[config.mk]
export PLATFORM = sky130hd
export DESIGN_NAME = flit_inject_fifo
export DESIGN_NICKNAME = d
export VERILOG_FILES = /design/src/rtl/flit_inject_fifo.sv
export SDC_FILE = /design/constraint.sdc
export NUM_CORES = 1
export LEC_CHECK = 0
export BUFFER_PORTS_ARGS = -buffer_cell sky130_fd_sc_hd__clkbuf_2
export CAP_MARGIN = 40
export CORE_AREA = 2 2 171 106
export DETAILED_ROUTE_END_ITERATION = 7
export DIE_AREA = 0 0 173 108
export PLACE_DENSITY = 0.68
export SETUP_SLACK_MARGIN = 0.02
export SLEW_MARGIN = 40
export SYNTH_ARGS = -nofsm -noshare
export SYNTH_HDL_FRONTEND = slang
export SYNTH_SLANG_ARGS = --single-unit
[constraint.sdc]
create_clock -name clk -period 4.57 [get_ports clk]
set_input_delay 0.914 -clock clk [delete_from_list [all_inputs] [get_ports clk]]
set_output_delay 0.914 -clock clk [all_outputs]
set_load 0.03 [all_outputs]
[src/rtl/flit_inject_fifo.sv]
// Injection FIFO between a non-stallable flit source and the router local port.
// First-word-fall-through storage with saturating delivered/dropped counters and a sticky overflow flag.
module flit_inject_fifo #(
   parameter int WIDTH = 20,
   parameter int DEPTH = 8,
   parameter int CNT_W = 16
) (
   input  logic                       clk,
   input  logic                       rst,
   input  logic [WIDTH-1:0]           in_data,
   input  logic                       in_valid,
   output logic [WIDTH-1:0]           out_data,
   output logic                       out_valid,
   input  logic                       out_ready,
   output logic                       full,
   output logic                       empty,
   output logic [$clog2(DEPTH+1)-1:0] level,
   output logic [CNT_W-1:0]           inj_count,
   output logic [CNT_W-1:0]           drop_count,
   output logic                       overflow
);

   localparam int PTR_W = (DEPTH > 1) ? $clog2(DEPTH) : 1;
   localparam int LVL_W = $clog2(DEPTH+1);

   logic [WIDTH-1:0] mem_r [DEPTH];
   logic [PTR_W-1:0] rd_ptr_r;
   logic [PTR_W-1:0] wr_ptr_r;
   logic [LVL_W-1:0] level_r;
   logic [CNT_W-1:0] inj_cnt_r;
   logic [CNT_W-1:0] drop_cnt_r;
   logic             overflow_r;
   logic             full_s;
   logic             empty_s;
   logic             pop_s;
   logic             push_s;
   logic             drop_s;

   // Pointers wrap explicitly so DEPTH need not be a power of two.
   function automatic logic [PTR_W-1:0] next_ptr(input logic [PTR_W-1:0] p);
      if (p == PTR_W'(DEPTH-1)) begin
         return {PTR_W{1'b0}};
      end else begin
         return p + PTR_W'(1'b1);
      end
   endfunction

   assign full_s  = (level_r == LVL_W'(DEPTH));
   assign empty_s = (level_r == {LVL_W{1'b0}});
   assign pop_s   = !empty_s && out_ready;
   // A pop in the same cycle frees a slot, so a full FIFO still accepts.
   assign push_s  = in_valid && (!full_s || pop_s);
   assign drop_s  = in_valid && full_s && !pop_s;

   assign out_data   = mem_r[rd_ptr_r];
   assign out_valid  = !empty_s;
   assign full       = full_s;
   assign empty      = empty_s;
   assign level      = level_r;
   assign inj_count  = inj_cnt_r;
   assign drop_count = drop_cnt_r;
   assign overflow   = overflow_r;

   // Flit storage; contents are intentionally not reset.
   always_ff @(posedge clk) begin
      if (push_s) begin
         mem_r[wr_ptr_r] <= in_data;
      end
   end

   // Pointers and occupancy.
   always_ff @(posedge clk or posedge rst) begin
      if (rst) begin
         rd_ptr_r <= {PTR_W{1'b0}};
         wr_ptr_r <= {PTR_W{1'b0}};
         level_r  <= {LVL_W{1'b0}};
      end else begin
         if (pop_s) begin
            rd_ptr_r <= next_ptr(rd_ptr_r);
         end
         if (push_s) begin
            wr_ptr_r <= next_ptr(wr_ptr_r);
         end
         case ({push_s, pop_s})
            2'b10:   level_r <= level_r + LVL_W'(1'b1);
            2'b01:   level_r <= level_r - LVL_W'(1'b1);
            default: level_r <= level_r;
         endcase
      end
   end

   // Saturating statistics and sticky overflow.
   always_ff @(posedge clk or posedge rst) begin
      if (rst) begin
         inj_cnt_r  <= {CNT_W{1'b0}};
         drop_cnt_r <= {CNT_W{1'b0}};
         overflow_r <= 1'b0;
      end else begin
         if (pop_s && (inj_cnt_r != {CNT_W{1'b1}})) begin
            inj_cnt_r <= inj_cnt_r + CNT_W'(1'b1);
         end
         if (drop_s && (drop_cnt_r != {CNT_W{1'b1}})) begin
            drop_cnt_r <= drop_cnt_r + CNT_W'(1'b1);
         end
         if (drop_s) begin
            overflow_r <= 1'b1;
         end
      end
   end

endmodule

# --- After elaboration in Yosys (flattened, before gate mapping) ---
# Memories as Yosys holds them, arrays and structs flattened.
# Cells that the tools add are included.
word_totals:
  rom_bits: 0
  n_memories: 1
  ram_bits: 160
  word_cells: 37
  output_inout_bits: 60
  in_bits: 24
  latchBits: 0
  ff_bits: 43
memory_table:
  columns: ["name", "words", "width", "read_ports", "rd_ports_with_merged_regs", "write_ports", "line", "source"]
  rows:
  - ["mem_r", 8, 20, 1, 0, 1, "26", "logic [WIDTH-1:0] mem_r [DEPTH];"]
op_classes:
  n_eq_ne: 7
  mul: 0
  bitwise: 0
  div_mod_pow: 0
  addsub: 6
  n_mux: 5
  n_shift: 0
  n_lt_le_gt_ge: 0
  reduce_logical: 12
op_table:
  columns: ["operator", "count"]
  rows:
  - ["adder 16 x 1 -> 16 bit, second input constant", 2]
  - ["inequality test 16 bit, second input constant", 2]
  - ["case mux 4 bit (2 select lines)", 1]
  - ["adder 3 x 1 -> 3 bit, second input constant", 2]
  - ["equality test 3 bit, second input constant", 2]
  - ["logical AND 1 bit", 6]
  - ["two-way mux 3 bit", 2]
  - ["adder 4 x 1 -> 4 bit, second input constant", 1]
  - ["equality test 4 bit, second input constant", 1]
  - ["logical NOT 4 bit", 1]
  - ["subtractor 4 x 1 -> 4 bit, second input constant", 1]
  - ["logical NOT 1 bit", 3]
  - ["equality test 2 x 1 -> 1 bit, second input constant", 1]
  - ["equality test 2 bit, second input constant", 1]
  - ["two-way mux 1 bit", 2]
  - ["nonzero test 2 bit", 1]
  - ["logical OR 1 bit", 1]

# --- Logic depth before layout (Yosys ltp) ---
logic_depth:
  word_depth: 7
  ltp_mapped: 9
  mapped_depth_nobuf: 7

# --- Worst setup path before layout ---
# No wires, ideal clock.
synth_path:
  path_type: "input port to flip-flop"
  start: "in out_ready"
  end: "mem mem_r[0][0], enable pin"
  stages: 3
  slack_ps: 999
  t_arrival_ps: 3123
  setup_time_ps: 448
  required_ps: 4122
  path_buffers: 1
  path_cell_list: "o21ai_0 > buf_4 > nor4_1"
synth_between:
  elab_chain_len: 5
synth_rtl:
  columns: ["item", "line", "source"]
  rows:
  - ["start, declared", "14", "input logic out_ready,"]
  - ["logical AND 1 bit", "50", "assign pop_s = !empty_s && out_ready;"]
  - ["logical OR 1 bit", "52", "assign push_s = in_valid && (!full_s || pop_s);"]
  - ["logical AND 1 bit", "52", null]
  - ["two-way mux 1 bit", "66", "if (push_s) begin"]
  - ["two-way mux 1 bit (not written as such)", "67", "mem_r[wr_ptr_r] <= in_data;"]
  - ["end, declared", "26", null]
# No other way between the ends.

# --- Worst setup path in the final report ---
layout_path:
  start: "reg rd_ptr_r[0]"
  end: "out out_data[17]"
layout_between:
  elab_chain_len: 1
layout_rtl:
  columns: ["item", "line", "source"]
  rows:
  - ["start, declared", "27", "logic [PTR_W-1:0] rd_ptr_r;"]
  - ["start signal, assigned", "74", "rd_ptr_r <= {PTR_W{1'b0}};"]
  - ["start signal, assigned", "79", "rd_ptr_r <= next_ptr(rd_ptr_r);"]
  - ["memory (8 x 20 bit)", null, null]
  - ["end, declared", "12", "output logic [WIDTH-1:0] out_data,"]
# No other way between the ends.

==> impl_metrics.toml <==
[outcome]
status = "finished clean"

[clocking]
post_cts_buffers = 0
tritoncts = "done"
cts-resized-gates = 0
root_buffer = "clkbuf_16"
clkTransAtPathRegs_ns = 0.07
cts_sinks = 203
clock_path_buffers = 3
h-tree-depth = 1
insertion_delay_ns = 0.49
cts_buffers = 20
ctsHoldBuffers = 0

[worst_setup_path]
cp-start-kind = "flip-flop"
crit_path_cell_trace = "buf_4 -> mux4_2 -> mux2_2 -> clkbuf_2"
r2r-start = "level[0]"
crit_path_end_kind = "output port"
max_stage_delay_ns = 0.65
cp.arrival_ns = 2.59
worstPathRequired_ns = 3.66
cp_max_fo = 19
cpMaxStageDelayCell = "dfrtp_2"
rrSetupSlack_ns = 2.16
critical_path_class = "reg2out"
reg2reg_depth = 4
timing.rr.end = "mem_r[7][4]"

[final_layout]
design_area_um2 = 9737
final_nets = 572
stdcell_count = 788
fillCellCount = 1308
diodes = 0
synthToLayoutAreaGrowth_pct = 17.84
final_cell_mix = "edfxtp_1 (160), clkbuf_2 (83), dfrtp_1 (41), mux4_2 (40), mux2_2 (26)"
drive_above_1_share_pct = 39.89
mostFrequentLayoutCell = "edfxtp_1"

[routing]
dr.pass1.iters = 4
ant_nets = 0
routedWlPerCell_um = 20.48
post_drt_via_cell_ratio = 5.487
drt-total-wl_um = 16140
drcViolationCount = 0
vias = 4324
drt_iter0_markers = 333

[place]
port_buffers = 83
place.gp.congestion = 0.7960
placed_area_um2 = 9061
dpl.hpwl_um = 10290
placed_cells = 752

[flow_run]
cap_viol_max_count = 0

[die]
rows = 37
initial_core_util_pct = 48.77
ios = 84
coreArea_um2 = 16940
die_x_um = 173
die_area_um2 = 18680
die_h_um = 108

[logic_synthesis]
synth_nets = 469
synth_top_flop_cell = "edfxtp_1"
ys_seq_area_share_pct = 71.17
synth_area_um2 = 8263
syn_inst = 438
synthTopCellsByArea = "edfxtp_1 (58%), dfrtp_1 (13%), mux4_2 (11%)"
synth_seq_cells = 203
ys_warn_count = 0
synth-async-reset-ratio_pct = 21.18
synth_edf_count = 160
netlist.area_leader.share_pct = 58.15
avgSynthCellArea_um2 = 18.87
synth_top_cell_by_area = "edfxtp_1"
synth.distinct_cells = 49

[global_routing]
overflow = 0
grt_pass1_wl_um = 24970
grt_usage_pct = 17.46
grt_pass1_vias = 4384
grt_antenna_before_repair = 0
grt_max_degree = 44

[power_and_ir_drop]
power_frac_clock_pct = 27.2
power_frac_seq_pct = 42.0
p_comb_share_pct = 30.8
power.density_nw_per_um2 = 617.1
ir_drop_mv = 0.4466
internal_power_uw = 4019
p_switching_uw = 1989
leakage_uw = 0.003636
netSwitchingFraction_pct = 33.11

[timing]
max_freq_mhz = 285.6
finalMaxSlewViolations = 0
skew_ns = 0.01047
setup_viol = 0
hold_viol_final = 0
fin_crit_ns = 3.502
rsz0062_at_grt = "no"
maxSlewHeadroom_pct = 50.90
fin_tns_setup_ns = 0
worst_slew_pin_slew_ns = 0.7325
fin_crit_sh_pct = 76.63

[min_path]
holdCritPathClass = "reg2reg"
holdPathEnd = "overflow"
holdPathStages = 1
min_from = "overflow"
## synthesized netlist by cell type (all sizes together), types with 2 or more instances
master / n
dfrtp: 43
nand3: 11
nor4: 6
inv: 4
edfxtp: 160
mux2: 26
nor4b: 4
nand4: 9
o211ai: 2
nor2: 10
nor3b: 4
nor3: 17
nand2: 13
or4: 2
and4: 3
and3: 2
ha: 7
buf: 11
o21ai: 3
nand2b: 4
clkbuf: 7
or3: 2
mux4: 40
xor2: 25
or2: 2
a21o: 2
xnor2: 7
## routing by layer
metal | up-vias | wire length (um) | track usage [%]
met3 | 23 | 812 | 2.954
met4 | 0 | 278 | 4.419
met5 | - | 0 | 0
met1 | 2226 | 7480 | 25.36
li1 | 1966 | - | -
met2 | 109 | 7569 | 27.97
## cell families (layout without fill, tap and decap cells)
family,after synthesis,in the layout,share of synthesized area (%)
muxes,67,67,14.57
DFF,203,203,71.17
buffers and inverters,23,139,1.333
xor gates and xnor gates,32,32,3.392
and+or+nand+nor,92,92,7.193
AOI/OAI and AO/OA,14,14,1.287
adders and majority gates,7,7,1.060
## per-stage QoR
stage	power (uW)	utilization [%]	setup WS (ns)	hold WS, ns
after floorplan	3872	-	0.9993	0.5400
after global placement	4378	53.43	1.531	0.4539
after detailed placement	4440	53.48	1.509	0.4593
after CTS	6081	57.35	0.9878	0.4763
after global routing	6281	57.47	0.8877	0.4958
final	6009	57.47	1.068	0.4751
## area by class of cell
type / instances / area [um^2] / area share [%]
clock buffers: 22 / 529.3 / 5.436
clock inverters: 13 / 127.6 / 1.311
inverters: 5 / 23.77 / 0.2442
multi-input cells: 212 / 2328 / 23.91
flip-flops and latches: 203 / 5883 / 60.42
well taps: 234 / 292.8 / 3.007
repair buffers: 99 / 551.8 / 5.667
## registers in the layout, summed over array words and instances (netlist names)
signal and count:
mem_r 160, wr_ptr_r 3, rd_ptr_r 3, overflow 1, inj_count 16, drop_count 16
level 4
## power by group through the flow
stage / clock (uW) / sequential [uW] / combinational [uW]
global route: 1740 / 2560 / 1980
global placement: 0 / 2530 / 1840
CTS: 1670 / 2520 / 1890
finish: 1630 / 2520 / 1850
detailed placement: 0 / 2560 / 1880
floorplan: 0 / 2530 / 1340
## critical path: cells and delay by family (launching register included)
| kind | cells | cell delay (ns) |
|---|---|---|
| flops | 1 | 0.65 |
| mux | 2 | 0.83 |
| buf+inv | 2 | 0.61 |
## worst max path at each step
stage / slack (ns) / startpoint / cells past startpoint / endpoint
6_report: 1.07 / rd_ptr_r[0] / 4 / out_data[17]
3_3_place_gp: 1.53 / rd_ptr_r[0] / 4 / out_data[5]
2_1_floorplan: 1.0 / out_ready / 3 / mem_r[0][0]
4_1_cts: 0.99 / rd_ptr_r[0] / 4 / out_data[17]
3_5_place_dp: 1.51 / rd_ptr_r[0] / 4 / out_data[17]
5_1_grt: 0.89 / rd_ptr_r[0] / 4 / out_data[17]
(Power assumes the default switching activity.)
